<file path="config.mk">
export PLATFORM = sky130hd
export DESIGN_NAME = led_blink_top
export DESIGN_NICKNAME = d
export VERILOG_FILES = /design/src/rtl/led_blink_top.sv
export SDC_FILE = /design/constraint.sdc
export NUM_CORES = 1
export LEC_CHECK = 0
export BUFFER_PORTS_ARGS = -buffer_cell sky130_fd_sc_hd__buf_4
export CORE_MARGIN = 8
export CORE_UTILIZATION = 55
export DETAILED_ROUTE_END_ITERATION = 7
export GPL_TIMING_DRIVEN = 0
export PLACE_DENSITY = 0.8
export SYNTH_ARGS = -nofsm -noshare
export SYNTH_HDL_FRONTEND = slang
export SYNTH_SLANG_ARGS = --single-unit
export TNS_END_PERCENT = 100
</file>
<file path="constraint.sdc">
create_clock -name clk -period 5.4 [get_ports clk]
set_clock_uncertainty 0.2 [all_clocks]
set_input_delay 0.27 -clock clk [delete_from_list [all_inputs] [get_ports clk]]
set_output_delay 0.27 -clock clk [all_outputs]
set_load 0.005 [all_outputs]
</file>
<file path="src/rtl/led_blink_top.sv">
// LED heartbeat: divides the crystal clock to a square wave with a half-period
// of floor(CLOCK_XTAL/2) cycles and drives it onto every LED (active-low).
`timescale 1ns/1ps
module led_blink_top #(
  parameter int CLOCK_XTAL = 27000000,
  parameter int LED_NUM    = 6
) (
  input  logic               clk,
  input  logic               rst,
  output logic [LED_NUM-1:0] leds
);

  // Half-period in clk cycles; for odd crystals the period runs one cycle short.
  localparam int HALF  = CLOCK_XTAL / 2;
  // HALF = 1 still needs a 1-bit counter that simply sits at 0.
  localparam int CNT_W = (HALF > 1) ? $clog2(HALF) : 1;
  localparam logic [CNT_W-1:0] TERM = CNT_W'(HALF - 1);

  logic [CNT_W-1:0]   r_cnt;
  logic [LED_NUM-1:0] r_leds;
  logic               w_tc;

  assign w_tc = (r_cnt == TERM);

  // Prescaler: counts 0..HALF-1 and wraps to 0 on terminal count.
  always_ff @(posedge clk or posedge rst) begin
    if (rst)       r_cnt <= '0;
    else if (w_tc) r_cnt <= '0;
    else           r_cnt <= r_cnt + 1'b1;
  end

  // All LEDs toggle together on terminal count; start dark (all ones).
  always_ff @(posedge clk or posedge rst) begin
    if (rst)       r_leds <= '1;
    else if (w_tc) r_leds <= ~r_leds;
  end

  assign leds = r_leds;

endmodule

</file>
==> out/results.ini <==
[drt]
drt_pass1_iterations = 4
drt_wl_total_um = 2680
vias_per_cell = 5.657
drc = 0
postRouteAntennaNets = 0
wl_per_cell_um = 15.06
vias = 1007
drt_iter0_drc = 71

[floorplanning]
die-width_um = 67.53
fp.dieH_um = 67.53
rows = 18
dieArea_sq_um = 4560
io_pins = 8
core_area_sq_um = 2500
initial_utilization_pct = 58.41

[synth]
seq_area_frac_synth_pct = 51.93
ys.flop_type = dfrtp_1
async_flop_share_pct = 100.0
postSynthCellCount = 133
synth_seq_cells = 30
syn_area_sq_um = 1460
yosysWarnings = 0
yosys.cell_types.count = 33
synth-edff-count = 0
synthesis.nets = 136
syn_area_per_cell_sq_um = 10.98

[worst_setup_path]
r2r_cells = 5
critPathMaxStageDelay_ps = 570
cp_slowest_cell = or4_4
startpoint_type = register
critPathKind = register to register
r2r_end = r_cnt[18]
arrival_ps = 2250
critPathRequiredTime_ps = 5460
rrSetupSlack_ps = 3210
path_cells = ha_1 > nand3_4 > or4_4 > or3_1 > a21oi_2
rr_startpoint = r_cnt[0]
crit_start = r_cnt[0]
end_kind = register
crit_fanout = 7

[timing]
worst_slew_pin_slew_ps = 1069
fmax_mhz = 456.5
rsz0062_at_grt = false
tns_ps = 0
finalSetupViolations = 0
maxSlewViolCount = 0
finalCriticalPeriod_ps = 2191
min_period_over_period_pct = 40.57
slew-limit-headroom_pct = 28.63
hold_ws_ps = -6.399
hold_viol = 8

[power_and_ir_drop]
p_clk_share_pct = 35.0
seqPwrFrac_pct = 63.7
p_leak_nw = 0.7196
p_per_area_nw_per_um2 = 220.3
peakVddDrop_mv = 0.1909
p_total_mw = 0.3528
power_frac_comb_pct = 1.3
p_switching_mw = 0.07816
intPower_mw = 0.2746
p_sw_share_pct = 22.16

[cells_and_area]
final_nets = 150
final_common_cell = dfrtp_1
antenna_cells = 0
nFillCells = 207
syn_to_final_growth_pct = 9.683
layout_common_cells = 24 x dfrtp_1, 16 x nor2_1, 13 x xnor2_1
layout-drive-gt1-share_pct = 22.30

[placement]
dpl.hpwl_um = 1913
gp_congestion = 0.8680
port-buffer-count = 7

[global_routing]
grt_max_degree = 31
grt_pass1_vias = 1091
grt_pass1_wl_um = 4850
grt_antenna_before_repair = 0
grt_use_total_pct = 14.42
grt_overflow_total = 0

[clocking]
worstSkewPairLatency_ps = 340
clk_pin_slew_ps = 100
postCtsSetupBuffers = 0
cts.repair.resized = 0
cts_max_path_buffers = 2
cts_tree = built
ctsHoldBuffers = 0
cts_buffers = 5
clock_sinks = 30
clockRootBuffer = clkbuf_4
cts.htree.levels = 2

[run_status]
outcome = finished with violations
violations = hold timing

[worst_hold_path]
hp-class = input port to async pin

[run]
drv_cap = 0

-- power by group through the flow --
stage,combinational (mW),sequential [mW],clock (mW)
2_1_floorplan,0.00328,0.229,0
3_3_place_gp,0.00479,0.229,0
3_5_place_dp,0.00498,0.229,0
4_1_cts,0.00497,0.225,0.129
5_1_grt,0.00561,0.225,0.135
6_report,0.00453,0.225,0.124
-- cells by family after synthesis --
logic type,after synthesis,share of synthesized area (%)
buf+inv,8,3.170
simple gates,61,25.97
mux,1,0.6855
fa+ha+maj,1,0.8568
flops,30,51.93
xor+xnor,23,13.80
compound gates,9,3.599
-- worst max path at each step --
stage	cells after the start	slack (ps)	end
floorplan	5	3350	r_cnt[18]
global placement	5	3280	r_cnt[18]
detailed placement	5	3240	r_cnt[18]
CTS	5	3200	r_cnt[18]
global route	5	3130	r_cnt[18]
finish	5	3210	r_cnt[18]
-- routing by layer --
layer / track usage [%] / wire length (um) / up-vias
met5: 0 / 0 / -
met4: 10.44 / 100 / 0
met3: 4.139 / 90 / 9
met2: 23.31 / 1281 / 15
met1: 15.90 / 1207 / 492
li1: - / - / 491
-- worst max-delay path: cells and delay by family (launching register included) --
kind                     cells  cell delay [ps]
AO/OA/AOI/OAI                1              140
adder cells (fa/ha/maj)      1              270
flip-flops                   1              420
AND/OR/NAND/NOR              3             1080
-- metrics by stage --
step / hold slack (ps) / instances / worst slack [ps] / cell area (sq um) / util, %
finish: -6.399 / 178 / 3209 / 1602 / 64.06
global route: 92.44 / 178 / 3129 / 1602 / 64.06
CTS: 29.39 / 178 / 3199 / 1602 / 64.06
detailed placement: 286.9 / 170 / 3237 / 1550 / 62.01
global placement: 288.5 / 170 / 3275 / 1550 / 62.01
floorplan: 156.4 / 133 / 3346 / 1460 / -
-- final cells by class --
type	instances	area (sq um)	area share, %
Buffer	3	27.53	1.719
Inverter	5	18.77	1.172
Sequential cell	30	758.2	47.34
Timing Repair Buffer	7	52.55	3.281
Clock buffer	6	41.29	2.578
Multi-Input combinational cell	95	655.6	40.94
Clock inverter	2	10.01	0.6250
Tap cell	30	37.54	2.344
-- registers in the layout, summed over array words and instances (netlist names) --
| register | count |
|---|---|
| leds | 6 |
| r_cnt | 24 |
-- synth_stat cells (all sizes together), types with 3 or more instances --
master / count / area, sq um
dfrtp: 24 / 600.6
nor2: 16 / 60.06
xnor2: 13 / 113.9
nand3: 11 / 72.57
xor2: 10 / 87.58
nand4: 7 / 56.30
dfstp: 6 / 157.7
nor4: 6 / 52.55
inv: 5 / 18.77
nand2: 5 / 18.77
a21oi: 4 / 23.77
o21ai: 4 / 20.02
or3: 4 / 25.02
buf: 3 / 27.52
or4: 3 / 30.03
Power figures use the tool's default switching activity.
